$ cat src/rtl/memory_arbiter_2ch_if.sv
// Bundle of the two requester channels and the memory port
// of the two-channel memory arbiter.
interface memory_arbiter_2ch_if #(
   parameter int ADDR_WIDTH = 4,
   parameter int DATA_WIDTH = 8
);
   logic                  req0;
   logic                  req1;
   logic                  we0;
   logic                  we1;
   logic [ADDR_WIDTH-1:0] addr0;
   logic [ADDR_WIDTH-1:0] addr1;
   logic [DATA_WIDTH-1:0] wdata0;
   logic [DATA_WIDTH-1:0] wdata1;
   logic                  ack0;
   logic                  ack1;
   logic [DATA_WIDTH-1:0] rdata0;
   logic [DATA_WIDTH-1:0] rdata1;
   logic                  busy;
   logic                  mem_write;
   logic [ADDR_WIDTH-1:0] mem_addr;
   logic [DATA_WIDTH-1:0] mem_wdata;
   logic [DATA_WIDTH-1:0] mem_rdata;

   modport master (
      output req0, req1, we0, we1,
      output addr0, addr1, wdata0, wdata1,
      output mem_rdata,
      input  ack0, ack1, rdata0, rdata1, busy,
      input  mem_write, mem_addr, mem_wdata
   );

   modport slave (
      input  req0, req1, we0, we1,
      input  addr0, addr1, wdata0, wdata1,
      input  mem_rdata,
      output ack0, ack1, rdata0, rdata1, busy,
      output mem_write, mem_addr, mem_wdata
   );
endinterface

$ cat src/rtl/memory_arbiter_2ch.sv
// Two-channel round-robin arbiter in front of a single-port
// memory; one transaction takes IDLE -> ACCESS -> DONE.
module memory_arbiter_2ch #(
   parameter int ADDR_WIDTH = 4,
   parameter int DATA_WIDTH = 8
) (
   input logic                 clk,
   input logic                 rst,
   memory_arbiter_2ch_if.slave bus
);
   typedef enum logic [1:0] {
      IDLE   = 2'd0,
      ACCESS = 2'd1,
      DONE   = 2'd2
   } state_e;

   state_e                state_q, state_d;
   logic                  last_sel_q, last_sel_d;
   logic                  sel_q, sel_d;
   logic                  we_q, we_d;
   logic [ADDR_WIDTH-1:0] addr_q, addr_d;
   logic [DATA_WIDTH-1:0] wdata_q, wdata_d;
   logic [DATA_WIDTH-1:0] rdata0_q, rdata0_d;
   logic [DATA_WIDTH-1:0] rdata1_q, rdata1_d;
   logic                  grant1;

   always_comb begin
      state_d    = state_q;
      last_sel_d = last_sel_q;
      sel_d      = sel_q;
      we_d       = we_q;
      addr_d     = addr_q;
      wdata_d    = wdata_q;
      rdata0_d   = rdata0_q;
      rdata1_d   = rdata1_q;
      // channel 1 wins alone, or on contention when 0 went last
      grant1     = bus.req1 & (~bus.req0 | ~last_sel_q);
      unique case (state_q)
         IDLE: begin
            if (bus.req0 | bus.req1) begin
               state_d    = ACCESS;
               sel_d      = grant1;
               last_sel_d = grant1;
               we_d       = grant1 ? bus.we1    : bus.we0;
               addr_d     = grant1 ? bus.addr1  : bus.addr0;
               wdata_d    = grant1 ? bus.wdata1 : bus.wdata0;
            end
         end
         ACCESS: state_d = DONE;
         DONE: begin
            state_d = IDLE;
            if (!we_q) begin
               if (sel_q) rdata1_d = bus.mem_rdata;
               else       rdata0_d = bus.mem_rdata;
            end
         end
         default: state_d = IDLE;
      endcase
   end

   always_ff @(posedge clk) begin
      if (rst) begin
         state_q    <= IDLE;
         last_sel_q <= 1'b1;
         sel_q      <= 1'b0;
         we_q       <= 1'b0;
         addr_q     <= '0;
         wdata_q    <= '0;
         rdata0_q   <= '0;
         rdata1_q   <= '0;
      end else begin
         state_q    <= state_d;
         last_sel_q <= last_sel_d;
         sel_q      <= sel_d;
         we_q       <= we_d;
         addr_q     <= addr_d;
         wdata_q    <= wdata_d;
         rdata0_q   <= rdata0_d;
         rdata1_q   <= rdata1_d;
      end
   end

   // rst masks the strobes so an aborted access has no effect
   assign bus.busy      = (state_q != IDLE);
   assign bus.mem_write = (state_q == ACCESS) & we_q & ~rst;
   assign bus.ack0      = (state_q == DONE) & ~sel_q & ~rst;
   assign bus.ack1      = (state_q == DONE) & sel_q & ~rst;
   assign bus.mem_addr  = addr_q;
   assign bus.mem_wdata = wdata_q;
   assign bus.rdata0    = rdata0_q;
   assign bus.rdata1    = rdata1_q;
endmodule

$ cat src/flat_wrapper.sv
// flat-port wrapper written by rule: the top's interface ports become plain ports
module memory_arbiter_2ch_flat 
#(
   parameter int ADDR_WIDTH = 4,
   parameter int DATA_WIDTH = 8
)
  (clk, rst, bus_req0, bus_req1, bus_we0, bus_we1, bus_addr0, bus_addr1, bus_wdata0, bus_wdata1, bus_mem_rdata, bus_ack0, bus_ack1, bus_rdata0, bus_rdata1, bus_busy, bus_mem_write, bus_mem_addr, bus_mem_wdata);
  memory_arbiter_2ch_if #(.ADDR_WIDTH(ADDR_WIDTH), .DATA_WIDTH(DATA_WIDTH)) bus_i ();
  input logic clk;
  input logic rst;
  input wire logic [$bits(bus_i.req0)-1:0] bus_req0;
  input wire logic [$bits(bus_i.req1)-1:0] bus_req1;
  input wire logic [$bits(bus_i.we0)-1:0] bus_we0;
  input wire logic [$bits(bus_i.we1)-1:0] bus_we1;
  input wire logic [$bits(bus_i.addr0)-1:0] bus_addr0;
  input wire logic [$bits(bus_i.addr1)-1:0] bus_addr1;
  input wire logic [$bits(bus_i.wdata0)-1:0] bus_wdata0;
  input wire logic [$bits(bus_i.wdata1)-1:0] bus_wdata1;
  input wire logic [$bits(bus_i.mem_rdata)-1:0] bus_mem_rdata;
  output wire logic [$bits(bus_i.ack0)-1:0] bus_ack0;
  output wire logic [$bits(bus_i.ack1)-1:0] bus_ack1;
  output wire logic [$bits(bus_i.rdata0)-1:0] bus_rdata0;
  output wire logic [$bits(bus_i.rdata1)-1:0] bus_rdata1;
  output wire logic [$bits(bus_i.busy)-1:0] bus_busy;
  output wire logic [$bits(bus_i.mem_write)-1:0] bus_mem_write;
  output wire logic [$bits(bus_i.mem_addr)-1:0] bus_mem_addr;
  output wire logic [$bits(bus_i.mem_wdata)-1:0] bus_mem_wdata;
  assign bus_i.req0 = bus_req0;
  assign bus_i.req1 = bus_req1;
  assign bus_i.we0 = bus_we0;
  assign bus_i.we1 = bus_we1;
  assign bus_i.addr0 = bus_addr0;
  assign bus_i.addr1 = bus_addr1;
  assign bus_i.wdata0 = bus_wdata0;
  assign bus_i.wdata1 = bus_wdata1;
  assign bus_i.mem_rdata = bus_mem_rdata;
  assign bus_ack0 = bus_i.ack0;
  assign bus_ack1 = bus_i.ack1;
  assign bus_rdata0 = bus_i.rdata0;
  assign bus_rdata1 = bus_i.rdata1;
  assign bus_busy = bus_i.busy;
  assign bus_mem_write = bus_i.mem_write;
  assign bus_mem_addr = bus_i.mem_addr;
  assign bus_mem_wdata = bus_i.mem_wdata;
  memory_arbiter_2ch #(.ADDR_WIDTH(ADDR_WIDTH), .DATA_WIDTH(DATA_WIDTH)) u_core (.clk(clk), .rst(rst), .bus(bus_i));
endmodule
$ cat config.mk
export PLATFORM = sky130hd
export DESIGN_NAME = memory_arbiter_2ch_flat
export DESIGN_NICKNAME = d
export VERILOG_FILES = /design/src/rtl/memory_arbiter_2ch_if.sv /design/src/rtl/memory_arbiter_2ch.sv /design/src/flat_wrapper.sv
export SDC_FILE = /design/constraint.sdc
export NUM_CORES = 1
export LEC_CHECK = 0
export BUFFER_PORTS_ARGS = -buffer_cell sky130_fd_sc_hd__buf_2
export CAP_MARGIN = 30
export CORE_ASPECT_RATIO = 1.1
export CORE_UTILIZATION = 48
export DETAILED_ROUTE_END_ITERATION = 7
export PLACE_DENSITY = 0.84
export REMOVE_ABC_BUFFERS = 1
export SYNTH_ARGS = -nofsm -noshare
export SYNTH_HDL_FRONTEND = slang
export SYNTH_SLANG_ARGS = --single-unit
$ cat constraint.sdc
create_clock -name clk -period 2 [get_ports clk]
set_input_delay 0.3 -clock clk [delete_from_list [all_inputs] [get_ports clk]]
set_output_delay 0.3 -clock clk [all_outputs]
set_load 0.02 [all_outputs]
; ---- Yosys cells after proc, flatten, opt, wreduce, memory -nomap -nowiden
; Index checks and enable logic that the tools add are counted.
; Widths: inputs -> output; s select.
[op_classes]
reduce_logical = 5
bitwise_logic = 14
eq_ne = 3
mux = 5
[op_table]
columns = cell, count
row1 = $mux 8, 1
row2 = $and 1x1->1, 7
row3 = $reduce_and 3->1, 2
row4 = $not 1->1, 5
row5 = $mux 4, 1
row6 = $pmux 2 s2, 1
row7 = $eq 2x1->1 const B, 1
row8 = $eq 2x2->1 const B, 1
row9 = $logic_not 2->1, 1
row10 = $mux 2, 1
row11 = $ne 2x1->1 const B, 1
row12 = $or 1x1->1, 2
row13 = $reduce_and 2->1, 1
row14 = $reduce_bool 2->1, 1
row15 = $mux 1, 1
[totals]
out_inout_bits = 32
input_bits = 38
register_bits = 33

; ---- Depth between registers and ports, before layout
; Gate-level depths: netlist of run 1.
[logic_depth]
ltp_word = 4
mapped_depth = 5
ltp_nobuf = 4

; ---- Worst setup path after synthesis of run 1
; OpenSTA, ideal clock, no wires.
[synth_path]
kind = in2out
start = in rst
end = out bus_ack0
setup_slack_ps = 502
cell_stages = 2
arrival_time_ps = 1198
n_path_buf = 1
cell_sequence = clkbuf_1 > nor4b_1
[synth_between]
elab_chain_len = 2
[synth_lines]
columns = element, line_no
row1 = from (decl), flat_wrapper.sv:10  ; input logic rst;
row2 = $not 1->1, memory_arbiter_2ch.sv:86  ; assign bus.ack0 = (state_q == DONE) & ~sel_q & ~rst;
row3 = $and 1x1->1, memory_arbiter_2ch.sv:86
row4 = to (decl), flat_wrapper.sv:20  ; output wire logic [$bits(bus_i.ack0)-1:0] bus_ack0;
; Every way passes these cells.

; ---- Worst setup path after layout of run 1
[layout_path]
start = reg u_core.state_q[0]
end = out bus_mem_write
[layout_between]
elab_chain_len = 3
[layout_lines]
columns = element, line_no
row1 = from (decl), memory_arbiter_2ch.sv:17  ; state_e state_q, state_d;
row2 = from (signal assigned), memory_arbiter_2ch.sv:72  ; state_q <= state_d;
row3 = $eq 2x1->1, memory_arbiter_2ch.sv:85  ; assign bus.mem_write = (state_q == ACCESS) & we_q & ~rst;
row4 = $and 1x1->1 (2 in series), memory_arbiter_2ch.sv:85
row5 = to (decl), flat_wrapper.sv:25  ; output wire logic [$bits(bus_i.mem_write)-1:0] bus_mem_write;
; Every way passes these cells.

==> impl_metrics.toml, run 1 <==
[worst_setup_path]
crit_slowest_cell = "dfxtp_1"
arrival_ns = 1.32
crit_path_start_kind = "register"
critPathBufInv = 1
crit_type = "register to output port"
crit_required_ns = 1.70
cpLargestDelayFamily = "flip-flops"
path_cells = "nor3b_1, and2_1, buf_2"
critPathCaptureType = "output port"
slowest_delay_ns = 0.45
cp_max_fo = 7

[power_and_ir_drop]
p_clk_share_pct = 31.7
p_comb_share_pct = 18.6
pwr_density_cell_nw_per_um2 = 822
seq_power_share_pct = 49.6
switching_share_pct = 27.6
p_switching_mw = 0.406
power_mw = 1.47
p_leak_nw = 0.819
ir_drop_mv = 0.669
cell_internal_pwr_mw = 1.07

[finish]
fin_util_pct = 65.0
n_antenna_cell = 0
nets = 262
area_growth_pct = 30.0
multi_input_area_um2 = 651
layout.cells.non_filler = 257
nFillCells = 252
stdcell_area_um2 = 1790
drive_gt1_share_pct = 38.4
register_area_um2 = 661

[place]
post_dp_cell_area_um2 = 1720
place_worst_setup_slack_ns = 0.563
place.gp.congestion = 0.777
dp.cells = 250
hpwl_um = 2290
io_buffers = 69

[clocking]
cts_max_path_buffers = 2
clk_transition_reported_paths_ns = 0.10
cts-root-buf = "clkbuf_4"
post_cts_buffers = 0
cts_sinks = 33
insertion_delay_ns = 0.33
h-tree-depth = 2
hold_buffers = 0
post_cts_resized = 0
tritoncts = "done"
cts_inserted_buffers = 5

[run_status]
outcome = "finished clean"

[timing]
setup_viol = 0
tns_ns = 0
rsz0062_at_grt = "no"
finClkSkew_ns = 0.00907
worst_slew_pin_slew_ns = 0.733
whs_ns = 0.212
fmax_mhz = 616
min_period_over_period_pct = 81.2
hold_viol_final = 0
slew_headroom_pct = 51.0
post-route-worst-setup-slack_ns = 0.376
fin_crit_ns = 1.62
slew_viol_final = 0

[route]
wire_per_inst_um = 12.1
via_per_inst = 5.19
ant_nets = 0
dr_total_vias = 1334
first_iter_violations = 15
drc = 0
drt-total-wl_um = 3110
drt_first_pass_iters = 4

[global_route]
grt_max_degree = 30
grt_pass1_wl_um = 5070
grt.total_usage_pct = 22.5
gr-total-overflow = 0
grt_pass1_vias = 1245
antenna_found_initial = 0

[floorplanning]
die_x_um = 53.1
core_area_um2 = 2750
dieHeight_um = 58.2
die-area_um2 = 3090
ios = 70
row_count = 20
start_util_pct = 50.0

[yosys]
ys_seq_area_share_pct = 48.0
avgSynthCellArea_um2 = 8.77
synth.ff_latch_count = 33
syn-cell-area_um2 = 1380
synthDistinctLibCells = 28
synthesis.instances = 157
ys_warn_count = 0

[run]
cap_violations = 0

[worst_hold_path]
min_path_type = "input port to register"
worst min-delay path: cells and delay by family:
kind	cells	cell delay, ns
AO/OA/AOI/OAI	1	0.05
buffers and inverters	1	0.11
AND/OR/NAND/NOR	1	0.05
registers in the layout, indices dropped and copies added, names as in the netlist:
register and flops:
u_core.bus.mem_wdata 8, u_core.state_q 2, u_core.bus.rdata1 8, u_core.bus.mem_addr 4, u_core.sel_q 1, u_core.last_sel_q 1, u_core.bus.rdata0 8, u_core.we_q 1
layout by cell type, fill, tap and decap left out, types with 2 or more instances in the layout:
cell	count
buf_2	69
a311oi_1	12
nand2_1	44
nor2_1	9
dfxtp_1	33
clkbuf_4	5
a21oi_1	22
buf_4	2
mux2i_1	8
cell families (layout without fill, tap and decap cells):
family / after synthesis / after routing / synth area share (%)
flip-flops: 33 / 33 / 48.0
AO/OA/AOI/OAI: 39 / 39 / 19.4
AND/OR/NAND/NOR: 65 / 65 / 22.1
multiplexers: 8 / 8 / 5.82
buffers and inverters: 12 / 79 / 4.73
synth_stat cells:
master / instances / area (µm²)
o21ai_0: 1 / 5.00
a21oi_1: 22 / 110
nor2_1: 9 / 33.8
nor4bb_1: 1 / 10.0
and2_1: 1 / 6.26
clkbuf_1: 4 / 15.0
nor3_1: 1 / 5.00
mux2i_1: 8 / 80.1
a221o_1: 1 / 10.0
nor4b_1: 1 / 8.76
a311oi_1: 12 / 105
a21boi_2: 1 / 11.3
inv_1: 1 / 3.75
nor4b_2: 1 / 15.0
a21bo_2: 1 / 10.0
nor2_2: 1 / 6.26
nor3b_1: 1 / 7.51
dfxtp_1: 33 / 661
buf_4: 2 / 15.0
or2_2: 1 / 6.26
buf_6: 1 / 11.3
or4b_1: 1 / 10.0
nor2b_1: 1 / 6.26
a311oi_2: 1 / 15.0
nor2_4: 1 / 11.3
buf_2: 4 / 20.0
and4bb_2: 1 / 12.5
nand2_1: 44 / 165
power groups by stage:
stage	Sequential (mW)	Combinational, mW	Clock [mW]
after floorplan	0.785	0.118	0
after global placement	0.746	0.271	0
after detailed placement	0.745	0.276	0
after CTS	0.730	0.276	0.477
after global routing	0.738	0.301	0.507
final	0.730	0.274	0.467
area by class of cell:
class / instances / area share [%]
Clock buffer: 5 / 2.10
Inverter: 1 / 0.210
Tap cell: 33 / 2.31
Timing Repair Buffer: 71 / 20.1
Multi-Input combinational cell: 112 / 36.4
Clock inverter: 2 / 1.96
Sequential cell: 33 / 36.9
metal layers:
| metal | track usage (%) | wire length, µm |
|---|---|---|
| met4 | 6.77 | 48 |
| met3 | 8.66 | 272 |
| met5 | 0 | 0 |
| met2 | 39.8 | 1520 |
| met1 | 24.2 | 1270 |
worst paths after layout:
path,start,to,slack (ns),cells after the start
max,u_core.state_q[0],bus_mem_write,0.38,3
min,bus_mem_rdata[3],u_core.bus.rdata0[3],0.21,3
max reg2reg,u_core.state_q[1],u_core.bus.rdata0[0],0.57,3
min reg2reg,u_core.bus.rdata0[6],u_core.bus.rdata0[6],0.46,2
(Power assumes the default switching activity.)
==> inputs of run 2 (changes only) <==
Settings changed: CORE_UTILIZATION 48 to 40, PLACE_DENSITY 0.84 to 0.75.
Clock period 2 ns to 1.4 ns, I/O delays scaled along.
==> run 2 against run 1 <==
The flow now finishes with violations (design-rule violations, negative setup slack); clock power up 13%; worst setup slack worse by 0.41 ns; non-clock buffer count up 4; cell count up 1.9%; clock-buffer cell count up 2; critical path depth unchanged; sequential share of layout area down 1.3 points; cell area up 5.5%; sequential cell count unchanged; critical endpoint unchanged.
==> impl_metrics.toml, run 2 (synthesized netlist as in run 1, its figures left out) <==
[run_status]
outcome = "complete, but fails checks"
violations = "design-rule violations, negative setup slack"

[power_and_ir_drop]
p_leak_nw = 0.848
ir_drop_mv = 0.691
pwr_density_cell_nw_per_um2 = 1060

[worst_setup_path]
arrival_ns = 1.22
crit_required_ns = 1.19
critPathCaptureType = "output port"
crit_path_start_kind = "register"
crit_start = "u_core.state_q[0]"
crit_type = "register to output port"
cpLargestDelayFamily = "flip-flops"
crit_slowest_cell = "dfxtp_4"
cp_max_fo = 7
critPathBufInv = 1
r2r-start = "u_core.state_q[0]"
path_cells = "nor3b_4, and2_4, buf_6"
slowest_delay_ns = 0.43

[clocking]
hold_buffers = 0
insertion_delay_ns = 0.33
clk_transition_reported_paths_ns = 0.09
cts_sinks = 33
h-tree-depth = 2
tritoncts = "done"
cts_inserted_buffers = 5
cts-root-buf = "clkbuf_4"
cts_max_path_buffers = 2

[timing]
finClkSkew_ns = 0.00444
whs_ns = 0.123
slew_viol_final = 0
rsz0062_at_grt = "yes"
post-route-worst-setup-slack_ns = -0.0341
slew_headroom_pct = 79.0
min_period_over_period_pct = 102
fin_crit_ns = 1.43
worst_slew_pin_slew_ns = 0.314
fmax_mhz = 697
setup_viol = 2
hold_viol_final = 0
tns_ns = -0.0389

[route]
first_iter_violations = 41
drc = 6
ant_nets = 0
drt_first_pass_iters = 6
drt-total-wl_um = 3160
via_per_inst = 5.06
dr_total_vias = 1326
wire_per_inst_um = 12.0

[place]
io_buffers = 69
place.gp.congestion = 0.716
post_dp_cell_area_um2 = 1750
hpwl_um = 2250

[global_route]
gr-total-overflow = 0
grt_max_degree = 30
grt_pass1_vias = 1235
grt.total_usage_pct = 18.2
grt_pass1_wl_um = 5240
antenna_found_initial = 0

[floorplanning]
dieHeight_um = 63.5
row_count = 21
ios = 70
die_x_um = 57.9
core_area_um2 = 3150
die-area_um2 = 3680
start_util_pct = 43.7

[finish]
area_growth_pct = 37.1
n_antenna_cell = 0
multi_input_area_um2 = 699
nFillCells = 314
stdcell_area_um2 = 1890
register_area_um2 = 672
layout_commonest_cell = "buf_2"
drive_gt1_share_pct = 42.5
mostFrequentLayoutCells = "buf_2, nand2_1, dfxtp_1, a21oi_1, a311oi_1"
nets = 266

[worst_hold_path]
min_path_type = "input port to register"
hold_path_startpoint = "bus_mem_rdata[3]"

[run]
cap_violations = 0
## run 2: cell count changes in the layout (fill, tap and decap cells not counted), sizes merged
cell	delta
clkbuf	+2
buf	+4
bufinv	-1
clkinv	-1
## run 2: layer usage
metal / up-vias / wire, µm / track usage [%]
li1: 691 / - / -
met1: 576 / 1400 / 20.7
met2: 55 / 1480 / 31.3
met3: 4 / 246 / 5.95
met4: 0 / 37 / 6.25
met5: - / 0 / 0
## run 2: worst paths after layout
path | to | cells after the start | slack (ns)
worst max-delay path | bus_mem_write | 3 | -0.03
worst max register to register | u_core.bus.rdata0[2] | 3 | 0.01
worst min-delay path | u_core.bus.rdata0[3] | 3 | 0.12
worst min register to register | u_core.bus.rdata0[4] | 2 | 0.46
## run 2: power breakdown
group / internal, mW / switching, mW
Combinational: 0.187 / 0.241
Clock: 0.237 / 0.293
Sequential: 1.00 / 0.0503
## run 2: what timing repair did
action,CTS,global route
buffers inserted,0,1
resized for setup,15,4
endpoints found under the setup margin,4,12
hold endpoints to repair,0,0
pin swaps,3,2
## run 2: worst register-to-register path, cell delays in order (launching register included)
cell	delay [ns]
dfxtp_4	0.40
or4b_1	0.68
nand2_1	0.13
a21oi_1	0.07
## run 2: area by class of cell
class | count | share of cell area [%]
multi-input cells | 112 | 37.1
well taps | 34 | 2.25
repair buffers | 75 | 21.9
flip-flops and latches | 33 | 35.6
clock buffers | 7 | 2.92
inverters | 1 | 0.199
## run 2: metrics by stage
stage          setup slack, ns  utilization (%)  total power [mW]  cells
6_report               -0.0341             59.8              2.01    262
5_1_grt                 -0.117             59.8              2.12    262
4_1_cts                -0.0395             59.2              2.03    261
3_5_place_dp            0.0307             55.6              1.48    254
3_3_place_gp            0.0614             55.6              1.47    254
2_1_floorplan           -0.138                -              1.29    146
==> inputs of run 3 (changes only) <==
Settings changed: PLACE_DENSITY 0.75 to 0.81.
==> run 3 against run 2 <==
The run still ends with design-rule violations, negative setup slack left; maximum frequency is 1.1% higher; cell area decreased by 0.40%; die area stayed put; power rose by 3.2%; sequential power about the same; clock skew grew 0.0011 ns; clock power grew 14%; utilization shrank 0.24 points; sequential share of layout area is 0.14 points higher; critical endpoint is now bus_ack1.
==> impl_metrics.toml, run 3 (synthesized netlist as in run 1, its figures left out) <==
[floorplanning]
core_area_um2 = 3150
dieHeight_um = 63.5
die_x_um = 57.9
row_count = 21
ios = 70
start_util_pct = 43.7
die-area_um2 = 3680

[route]
drt-total-wl_um = 3200
ant_nets = 0
drc = 6
via_per_inst = 5.15
wire_per_inst_um = 12.0
drt_first_pass_iters = 6
dr_total_vias = 1371
first_iter_violations = 45

[timing]
min_period_over_period_pct = 101
whs_ns = 0.114
worst_slew_pin_slew_ns = 0.313
slew_headroom_pct = 79.1
rsz0062_at_grt = "yes"
fmax_mhz = 705
setup_viol = 1
slew_viol_final = 0
fin_crit_ns = 1.42
hold_viol_final = 0
finClkSkew_ns = 0.00555
post-route-worst-setup-slack_ns = -0.0186

[clocking]
clk_transition_reported_paths_ns = 0.10
cts_max_path_buffers = 2
h-tree-depth = 2
cts-root-buf = "clkbuf_4"
cts_inserted_buffers = 5
cts_sinks = 33
tritoncts = "done"
insertion_delay_ns = 0.33
hold_buffers = 0

[worst_setup_path]
critPathBufInv = 1
path_cells = "nor4bb_2, buf_2"
cpLargestDelayFamily = "flip-flops"
crit_type = "register to output port"
crit_slowest_cell = "dfxtp_4"
arrival_ns = 1.21
critPathCaptureType = "output port"
crit_path_start_kind = "register"
slowest_delay_ns = 0.38
crit_start = "u_core.state_q[0]"
r2r-start = "u_core.state_q[0]"
crit_required_ns = 1.19
cp_max_fo = 7

[finish]
layout_commonest_cell = "buf_2"
nFillCells = 298
nets = 269
drive_gt1_share_pct = 43.1
area_growth_pct = 36.5
n_antenna_cell = 0
mostFrequentLayoutCells = "buf_2, nand2_1, dfxtp_1, a21oi_1, a311oi_1"
layout.cells.non_filler = 266

[power_and_ir_drop]
pwr_density_cell_nw_per_um2 = 1100
p_clk_share_pct = 29.1
cell_internal_pwr_mw = 1.47
ir_drop_mv = 0.571
switching_share_pct = 28.9
seq_power_share_pct = 50.5
p_leak_nw = 0.861
p_switching_mw = 0.599
p_comb_share_pct = 20.4

[run_status]
violations = "design-rule violations, negative setup slack"
outcome = "complete, but fails checks"

[global_route]
antenna_found_initial = 0
gr-total-overflow = 0
grt_max_degree = 17
grt_pass1_wl_um = 5240
grt_pass1_vias = 1248
grt.total_usage_pct = 18.7

[run]
cap_violations = 0

[place]
place_worst_setup_slack_ns = 0.0315
place.gp.congestion = 0.740
dp.cells = 256
io_buffers = 69
hpwl_um = 2390

[worst_hold_path]
min_path_type = "input port to register"
hold_path_startpoint = "bus_mem_rdata[5]"
-- run 3: cell count changes in the layout (fill, tap and decap cells not counted), sizes merged --
cell	before	now
buf	75	78
clkinv	0	1
-- run 3: final cells by class --
cell class | count | area, µm² | share of cell area [%]
Clock buffer | 7 | 65.1 | 3.46
Sequential cell | 33 | 672 | 35.8
Timing Repair Buffer | 78 | 418 | 22.2
Inverter | 1 | 3.75 | 0.200
Clock inverter | 1 | 5.00 | 0.266
Multi-Input combinational cell | 112 | 673 | 35.8
Tap cell | 34 | 42.5 | 2.26
-- run 3: through the flow --
stage          utilization (%)  area [µm²]  power (mW)  setup TNS (ns)
5_1_grt                   59.6        1880        2.19          -0.225
2_1_floorplan                -        1320        1.29           -1.68
3_3_place_gp              55.7        1760        1.47               0
3_5_place_dp              55.7        1760        1.48               0
6_report                  59.6        1880        2.07         -0.0186
4_1_cts                   59.2        1870        2.09         -0.0650
-- run 3: routing by layer --
metal | up-vias | share of wire, % | track usage [%]
met1 | 601 | 43 | 20.1
met5 | - | 0 | 0
li1 | 698 | - | -
met3 | 7 | 9.1 | 8.42
met4 | 0 | 1.4 | 7.14
met2 | 65 | 46 | 31.6
-- run 3: final timing paths --
check                               to  slack (ns)  cells past startpoint
setup reg to reg  u_core.bus.rdata0[4]        0.04                      3
hold reg to reg   u_core.bus.rdata0[1]        0.46                      2
hold / removal    u_core.bus.rdata0[5]        0.11                      3
setup / recovery              bus_ack1       -0.02                      2
-- run 3: worst min-delay path: stages --
cell,delay [ns]
buf_2,0.10
nand2_1,0.05
a21oi_1,0.05
-- run 3: timing repair --
| item | CTS | global route |
|---|---|---|
| buffers inserted | 1 | 1 |
| resized for setup | 10 | 2 |
| pin swaps | 1 | 1 |
| endpoints found under the setup margin | 4 | 11 |
-- run 3: power by group through the flow --
stage | logic (mW) | clock network [mW] | registers [mW]
after floorplan | 0.168 | 0 | 1.12
after global placement | 0.407 | 0 | 1.06
after detailed placement | 0.412 | 0 | 1.07
after CTS | 0.422 | 0.624 | 1.05
after global routing | 0.461 | 0.674 | 1.06
final | 0.422 | 0.604 | 1.05
